### config.mk
export PLATFORM = sky130hd
export DESIGN_NAME = spike_event_fifo_flat
export DESIGN_NICKNAME = d
export VERILOG_FILES = /design/src/rtl/snn_pkg.sv /design/src/rtl/spike_event_fifo_if.sv /design/src/rtl/sync_fifo.sv /design/src/rtl/spike_event_fifo.sv /design/src/flat_wrapper.sv
export SDC_FILE = /design/constraint.sdc
export NUM_CORES = 1
export LEC_CHECK = 0
export ABC_AREA = 1
export CAP_MARGIN = 20
export CORE_MARGIN = 2
export CORE_UTILIZATION = 58
export DETAILED_ROUTE_END_ITERATION = 6
export GPL_TIMING_DRIVEN = 0
export PLACE_DENSITY = 0.86
export SYNTH_ARGS = -nofsm -noshare
export SYNTH_HDL_FRONTEND = slang
export SYNTH_SLANG_ARGS = --single-unit
export TNS_END_PERCENT = 100
### constraint.sdc
create_clock -name clk -period 3 [get_ports clk]
set_input_delay 0.6 -clock clk [delete_from_list [all_inputs] [get_ports clk]]
set_output_delay 0.6 -clock clk [all_outputs]
set_load 0.05 [all_outputs]
### src/rtl/snn_pkg.sv
// Shared types and helpers for the spiking-neuron datapath blocks.
package snn_pkg;

    // Width of the neuron membrane state carried in every event.
    localparam int STATE_W  = 8;

    // Timestamp width of the default event layout.
    localparam int EVT_TS_W = 8;

    // Default event layout: timestamp in the upper bits, state in the lower bits.
    typedef struct packed {
        logic [EVT_TS_W-1:0] ts;
        logic [STATE_W-1:0]  state;
    } spike_evt_t;

    // 8-bit increment that sticks at 255 instead of wrapping.
    function automatic logic [7:0] sat_inc8(input logic [7:0] v);
        return (v == 8'hFF) ? v : v + 8'd1;
    endfunction

endpackage

### src/rtl/spike_event_fifo_if.sv
// Bundle between the neuron, the event FIFO and the downstream consumer.
// The slave side is the event FIFO; the master side drives spikes and ready.
interface spike_event_fifo_if #(
    parameter int DEPTH = 8,
    parameter int TS_W  = 8
);
    import snn_pkg::*;

    logic                       spike;
    logic [STATE_W-1:0]         state;
    logic                       out_valid;
    logic                       out_ready;
    logic [TS_W+STATE_W-1:0]    out_data;
    logic [$clog2(DEPTH):0]     level;
    logic [7:0]                 drop_count;
    logic [7:0]                 rate;
    logic                       rate_valid;

    modport slave (
        input  spike, state, out_ready,
        output out_valid, out_data, level, drop_count, rate, rate_valid
    );

    modport master (
        output spike, state, out_ready,
        input  out_valid, out_data, level, drop_count, rate, rate_valid
    );

endinterface

### src/rtl/sync_fifo.sv
// Generic single-clock FIFO. The head entry is read straight out of the
// register array, so it is valid the cycle after the write that filled it.
// A push while full is accepted only when a pop happens on the same edge.
module sync_fifo #(
    parameter int WIDTH = 16,
    parameter int DEPTH = 8
) (
    input  logic                    clk,
    input  logic                    rst,
    input  logic                    i_push,
    input  logic                    i_pop,
    input  logic [WIDTH-1:0]        i_wdata,
    output logic [WIDTH-1:0]        o_rdata,
    output logic                    o_full,
    output logic                    o_empty,
    output logic [$clog2(DEPTH):0]  o_level
);

    localparam int AW = $clog2(DEPTH);
    localparam int LW = AW + 1;
    localparam logic [LW-1:0] FULL_LVL = LW'(DEPTH);

    logic [WIDTH-1:0] r_mem [DEPTH];
    logic [AW-1:0]    r_wr_ptr;
    logic [AW-1:0]    r_rd_ptr;
    logic [LW-1:0]    r_level;
    logic             w_do_push;
    logic             w_do_pop;

    assign o_full    = (r_level == FULL_LVL);
    assign o_empty   = (r_level == '0);
    assign o_level   = r_level;
    assign o_rdata   = r_mem[r_rd_ptr];
    assign w_do_pop  = i_pop & ~o_empty;
    assign w_do_push = i_push & (~o_full | w_do_pop);

    // Storage write; data needs no reset since level gates its visibility.
    always_ff @(posedge clk) begin
        if (w_do_push) begin
            r_mem[r_wr_ptr] <= i_wdata;
        end
    end

    // Pointer and occupancy bookkeeping.
    always_ff @(posedge clk) begin
        if (rst) begin
            r_wr_ptr <= '0;
            r_rd_ptr <= '0;
            r_level  <= '0;
        end else begin
            if (w_do_push) begin
                r_wr_ptr <= r_wr_ptr + AW'(1);
            end
            if (w_do_pop) begin
                r_rd_ptr <= r_rd_ptr + AW'(1);
            end
            case ({w_do_push, w_do_pop})
                2'b10:   r_level <= r_level + LW'(1);
                2'b01:   r_level <= r_level - LW'(1);
                default: r_level <= r_level;
            endcase
        end
    end

endmodule

### src/rtl/spike_event_fifo.sv
// Turns neuron spikes into timestamped {ts, state} events queued for a
// valid/ready consumer, counts events lost to overflow, and reports the
// spike rate of each completed window.
module spike_event_fifo
    import snn_pkg::*;
#(
    parameter int DEPTH  = 8,
    parameter int TS_W   = 8,
    parameter int WINDOW = 100
) (
    input  logic                    clk,
    input  logic                    rst,
    spike_event_fifo_if.slave       bus
);

    localparam int LVL_W = $clog2(DEPTH) + 1;
    localparam int EVT_W = TS_W + STATE_W;
    localparam int WIN_W = $clog2(WINDOW);
    localparam logic [WIN_W-1:0] WIN_LAST = WIN_W'(WINDOW - 1);

    logic [TS_W-1:0]    r_ts;
    logic [WIN_W-1:0]   r_win_cnt;
    logic [7:0]         r_acc;
    logic [7:0]         r_rate;
    logic               r_rate_valid;
    logic [7:0]         r_drop_count;

    logic               w_spike;
    logic               w_pop;
    logic               w_drop;
    logic               w_full;
    logic               w_empty;
    logic               w_win_end;
    logic [EVT_W-1:0]   w_wdata;
    logic [EVT_W-1:0]   w_rdata;
    logic [LVL_W-1:0]   w_level;

    // Spikes are ignored while reset is held.
    assign w_spike   = bus.spike & ~rst;
    assign w_pop     = ~w_empty & bus.out_ready;
    assign w_drop    = w_spike & w_full & ~w_pop;
    assign w_wdata   = {r_ts, bus.state};
    assign w_win_end = (r_win_cnt == WIN_LAST);

    sync_fifo #(
        .WIDTH (EVT_W),
        .DEPTH (DEPTH)
    ) u_fifo (
        .clk     (clk),
        .rst     (rst),
        .i_push  (w_spike),
        .i_pop   (w_pop),
        .i_wdata (w_wdata),
        .o_rdata (w_rdata),
        .o_full  (w_full),
        .o_empty (w_empty),
        .o_level (w_level)
    );

    // Free-running timestamp; equals k in the k-th cycle after reset release.
    always_ff @(posedge clk) begin
        if (rst) begin
            r_ts <= '0;
        end else begin
            r_ts <= r_ts + TS_W'(1);
        end
    end

    // Overflow drop counter, saturating at 255.
    always_ff @(posedge clk) begin
        if (rst) begin
            r_drop_count <= '0;
        end else if (w_drop) begin
            r_drop_count <= sat_inc8(r_drop_count);
        end
    end

    // Window counter and spike accumulator; the last cycle's spike is folded
    // into the published rate so every window covers exactly WINDOW cycles.
    always_ff @(posedge clk) begin
        if (rst) begin
            r_win_cnt    <= '0;
            r_acc        <= '0;
            r_rate       <= '0;
            r_rate_valid <= 1'b0;
        end else begin
            r_rate_valid <= w_win_end;
            if (w_win_end) begin
                r_win_cnt <= '0;
                r_acc     <= '0;
                r_rate    <= w_spike ? sat_inc8(r_acc) : r_acc;
            end else begin
                r_win_cnt <= r_win_cnt + WIN_W'(1);
                if (w_spike) begin
                    r_acc <= sat_inc8(r_acc);
                end
            end
        end
    end

    assign bus.out_valid  = ~w_empty;
    assign bus.out_data   = w_rdata;
    assign bus.level      = w_level;
    assign bus.drop_count = r_drop_count;
    assign bus.rate       = r_rate;
    assign bus.rate_valid = r_rate_valid;

endmodule

### src/flat_wrapper.sv
// flat-port wrapper written by rule: the top's interface ports become plain ports
module spike_event_fifo_flat import snn_pkg::*;
#(
    parameter int DEPTH  = 8,
    parameter int TS_W   = 8,
    parameter int WINDOW = 100
)
  (clk, rst, bus_spike, bus_state, bus_out_ready, bus_out_valid, bus_out_data, bus_level, bus_drop_count, bus_rate, bus_rate_valid);
  spike_event_fifo_if #(.DEPTH(DEPTH), .TS_W(TS_W)) bus_i ();
  input  logic clk;
  input  logic rst;
  input wire logic [$bits(bus_i.spike)-1:0] bus_spike;
  input wire logic [$bits(bus_i.state)-1:0] bus_state;
  input wire logic [$bits(bus_i.out_ready)-1:0] bus_out_ready;
  output wire logic [$bits(bus_i.out_valid)-1:0] bus_out_valid;
  output wire logic [$bits(bus_i.out_data)-1:0] bus_out_data;
  output wire logic [$bits(bus_i.level)-1:0] bus_level;
  output wire logic [$bits(bus_i.drop_count)-1:0] bus_drop_count;
  output wire logic [$bits(bus_i.rate)-1:0] bus_rate;
  output wire logic [$bits(bus_i.rate_valid)-1:0] bus_rate_valid;
  assign bus_i.spike = bus_spike;
  assign bus_i.state = bus_state;
  assign bus_i.out_ready = bus_out_ready;
  assign bus_out_valid = bus_i.out_valid;
  assign bus_out_data = bus_i.out_data;
  assign bus_level = bus_i.level;
  assign bus_drop_count = bus_i.drop_count;
  assign bus_rate = bus_i.rate;
  assign bus_rate_valid = bus_i.rate_valid;
  spike_event_fifo #(.DEPTH(DEPTH), .TS_W(TS_W), .WINDOW(WINDOW)) u_core (.clk(clk), .rst(rst), .bus(bus_i));
endmodule
==> reports/metrics.csv <==
stage,metric,value,unit
placed_design,hpwl,10800,um
power,power_switching,2.48,mW
route,dr_total_vias,5485,
floorplanning,initial_core_util,59.1,%
critical_path,timing.rr.start,u_core.u_fifo.o_level[0],
route,wire_per_inst,17.5,um
route,viasPerCell,5.72,
critical_path,crit_path_start_kind,register,
critical_path,cp.arrival,2.32,ns
finish,fill_cells,907,
floorplanning,fp.dieH,117,um
route,drt_first_iter_violations,541,
power,swShare,36.0,%
timing,setup_viol,0,
worst_hold_path,min_path_type,input port to register,
clock_network,clock-root-buffer,clkbuf_16,
synthesis,synthTopCellsByCount,"nor2_1 (145), edfxtp_1 (128), nand2_1 (123)",
global_routing,track_usage,26.5,%
synthesis,synth_most_common_cell,nor2_1,
global_routing,grt_pass1_wl,26900,um
clock_network,post_cts_buffers,0,
synthesis,synth_ff_type,edfxtp_1,
finish,fin_area,8700,sq um
synthesis,synthesis.area,7400,sq um
timing,fmax,343,MHz
floorplanning,io_pins,50,
global_routing,overflow,0,
clock_network,clk_pin_slew,0.07,ns
run,drv_cap,0,
clock_network,cts_buffers,17,
synthesis,postSynthAreaPerCell,10.5,sq um
critical_path,cp_max_fo,10,
route,drtPass1Iterations,5,
clock_network,cts_tree,done,
synthesis,synth-edff-count,128,
synthesis,synth_area_leaders,"edfxtp_1 (52%), dfxtp_1 (14%), nor2_1 (7.4%), nand2_1 (6.2%), o32ai_1 (3.8%)",
route,totalWireLength,16800,um
synthesis,synth_cells,705,
timing,hold_viol,0,
floorplanning,die_w,117,um
finish,drive_gt1_share,12.3,%
finish,multi_input_area,2200,sq um
synthesis,synth_top_area_share,52.0,%
global_routing,grt_max_degree,19,
timing,relSlewSlack,30.3,%
timing,drv_slew,0,
finish,fin_util,69.5,%
clock_network,clkLatencyLatePin,0.44,ns
worst_hold_path,worst_hold_startpoint,rst,
placed_design,place_congestion,0.854,
synthesis,synthArstFlopShare,0,%
synthesis,synth_largest_area_cell,edfxtp_1,
synthesis,yosysWarnings,0,
power,peakVddDrop,0.608,mV
power,p_leak,3.18,nW
power,p_int,4.41,mW
placed_design,portBuffers,48,
synthesis,synth.net_count,724,
global_routing,antenna_found_initial,0,
power,power_density,792,nW/um^2
finish,nets,793,
finish,area_growth,17.6,%
global_routing,first_global_vias,5512,
route,route.antenna.remaining_nets,0,
timing,period_minus_slack,2.92,ns
floorplanning,die_area,13700,sq um
outcome,outcome,"complete, no violations",
clock_network,cts_buffer_depth,2,
critical_path,end_kind,output port,
clock_network,cts.sinks,181,
route,drc,0,
floorplanning,rows,41,
power,clkPwrFrac,30.7,%
synthesis,synthDistinctLibCells,32,
power,combPwrFrac,28.3,%
timing,worst_clock_skew,0.0137,ns
floorplanning,core,12500,sq um
critical_path,critical_path_class,register to output port,
finish,antenna_cells,0,
timing,period_share,97.2,%
critical_path,crit_required,2.40,ns
clock_network,htreeDepth,4,
placed_design,placed_area,8140,sq um
finish,seqCellArea,4900,sq um
synthesis,yosysSeqAreaShare,66.3,%
timing,worst_slew_pin_slew,1.04,ns
synthesis,ys_seq_elements,181,
power,power_frac_seq,40.9,%
==> cell type report <==
cell class	instances	share of cell area, %
Buffer	27	1.63
Clock buffer	17	4.89
Clock inverter	15	1.63
Inverter	51	2.23
Multi-Input combinational cell	446	25.3
Sequential cell	181	56.4
Tap cell	172	2.47
Timing Repair Buffer	50	5.51
==> cell families (layout without fill, tap and decap cells) <==
| kind of cell | after synthesis | after routing | share of synthesized area (%) |
|---|---|---|---|
| AND/OR/NAND/NOR | 320 | 320 | 18.1 |
| flip-flops | 181 | 181 | 66.3 |
| AO/OA/AOI/OAI | 110 | 110 | 9.10 |
| buffers and inverters | 78 | 160 | 4.25 |
| XOR/XNOR | 9 | 9 | 1.07 |
| adder cells (fa/ha/maj) | 7 | 7 | 1.18 |
==> final timing paths <==
| path | to | slack [ns] | cells past startpoint |
|---|---|---|---|
| min reg2reg | u_core.r_win_cnt[0] | 0.45 | 1 |
| min | u_core.r_ts[2] | 0.42 | 2 |
| max reg2reg | u_core.u_fifo.r_mem[2][6] | 0.68 | 6 |
| max | bus_out_data[15] | 0.08 | 7 |
==> routing by layer <==
layer  part of all wire [%]  up-vias  global-route usage (%)
met4                    1.8        0                    11.7
met5                      0        -                       0
li1                       -     2564                       -
met2                     52      269                    45.8
met1                     39     2620                    31.9
met3                    7.2       32                    5.97
==> power groups by stage <==
stage | logic [mW] | clock network [mW] | registers (mW)
2_1_floorplan | 1.29 | 0 | 2.93
3_3_place_gp | 1.91 | 0 | 2.87
3_5_place_dp | 1.98 | 0 | 2.87
4_1_cts | 1.95 | 2.13 | 2.82
5_1_grt | 2.10 | 2.24 | 2.83
6_report | 1.95 | 2.12 | 2.82
==> state kept, by name, summed over array words and instances (netlist names), named ones only <==
register,count
u_core.bus.drop_count,8
u_core.bus.rate,8
u_core.bus.rate_valid,1
u_core.r_acc,8
u_core.r_ts,8
u_core.r_win_cnt,7
u_core.u_fifo.o_level,4
u_core.u_fifo.r_mem,128
u_core.u_fifo.r_rd_ptr,3
u_core.u_fifo.r_wr_ptr,3
==> placed cells by master, fill, tap and decap left out, types with 4 or more instances in the layout <==
master and count:
nand2_1 123, clkdlybuf4s50_1 32, clkbuf_2 12, clkbuf_1 5, nor2_1 137, ha_1 7
edfxtp_1 128, inv_1 46, xor2_1 7, nand4_1 5, clkbuf_16 17, dfxtp_1 53
buf_2 10, clkbuf_4 5, a21oi_1 23, inv_2 4, o21ai_0 51, inv_6 6
nor2_2 10, nand3_1 25, clkdlybuf4s15_2 7, nor3_1 5, o32ai_1 32
==> worst max-delay path, cell delays in order, from the launching register on <==
cell and delay [ns]:
dfxtp_1 0.37, buf_2 0.25, buf_2 0.30, nor2_1 0.08, o32ai_1 0.32, nand2_1 0.10
nand2_1 0.08, clkdlybuf4s15_2 0.37
==> timing repair <==
item,in CTS,in global routing
resized for setup,45,23
setup endpoints to repair,16,16
hold buffers,0,0
==> per-stage QoR <==
stage | hold WS (ns) | power (mW) | setup slack [ns] | setup TNS [ns] | std cells
floorplan | 0.418 | 4.22 | 0.635 | 0 | 705
global placement | 0.431 | 4.78 | -0.353 | -39.43 | 925
detailed placement | 0.438 | 4.85 | -0.0737 | -2.41 | 927
CTS | 0.418 | 6.90 | 0.0110 | 0 | 959
global route | 0.423 | 7.17 | -0.00482 | -0.00482 | 959
finish | 0.424 | 6.89 | 0.0835 | 0 | 959
No activity file was read; power rests on OpenSTA's default activity.
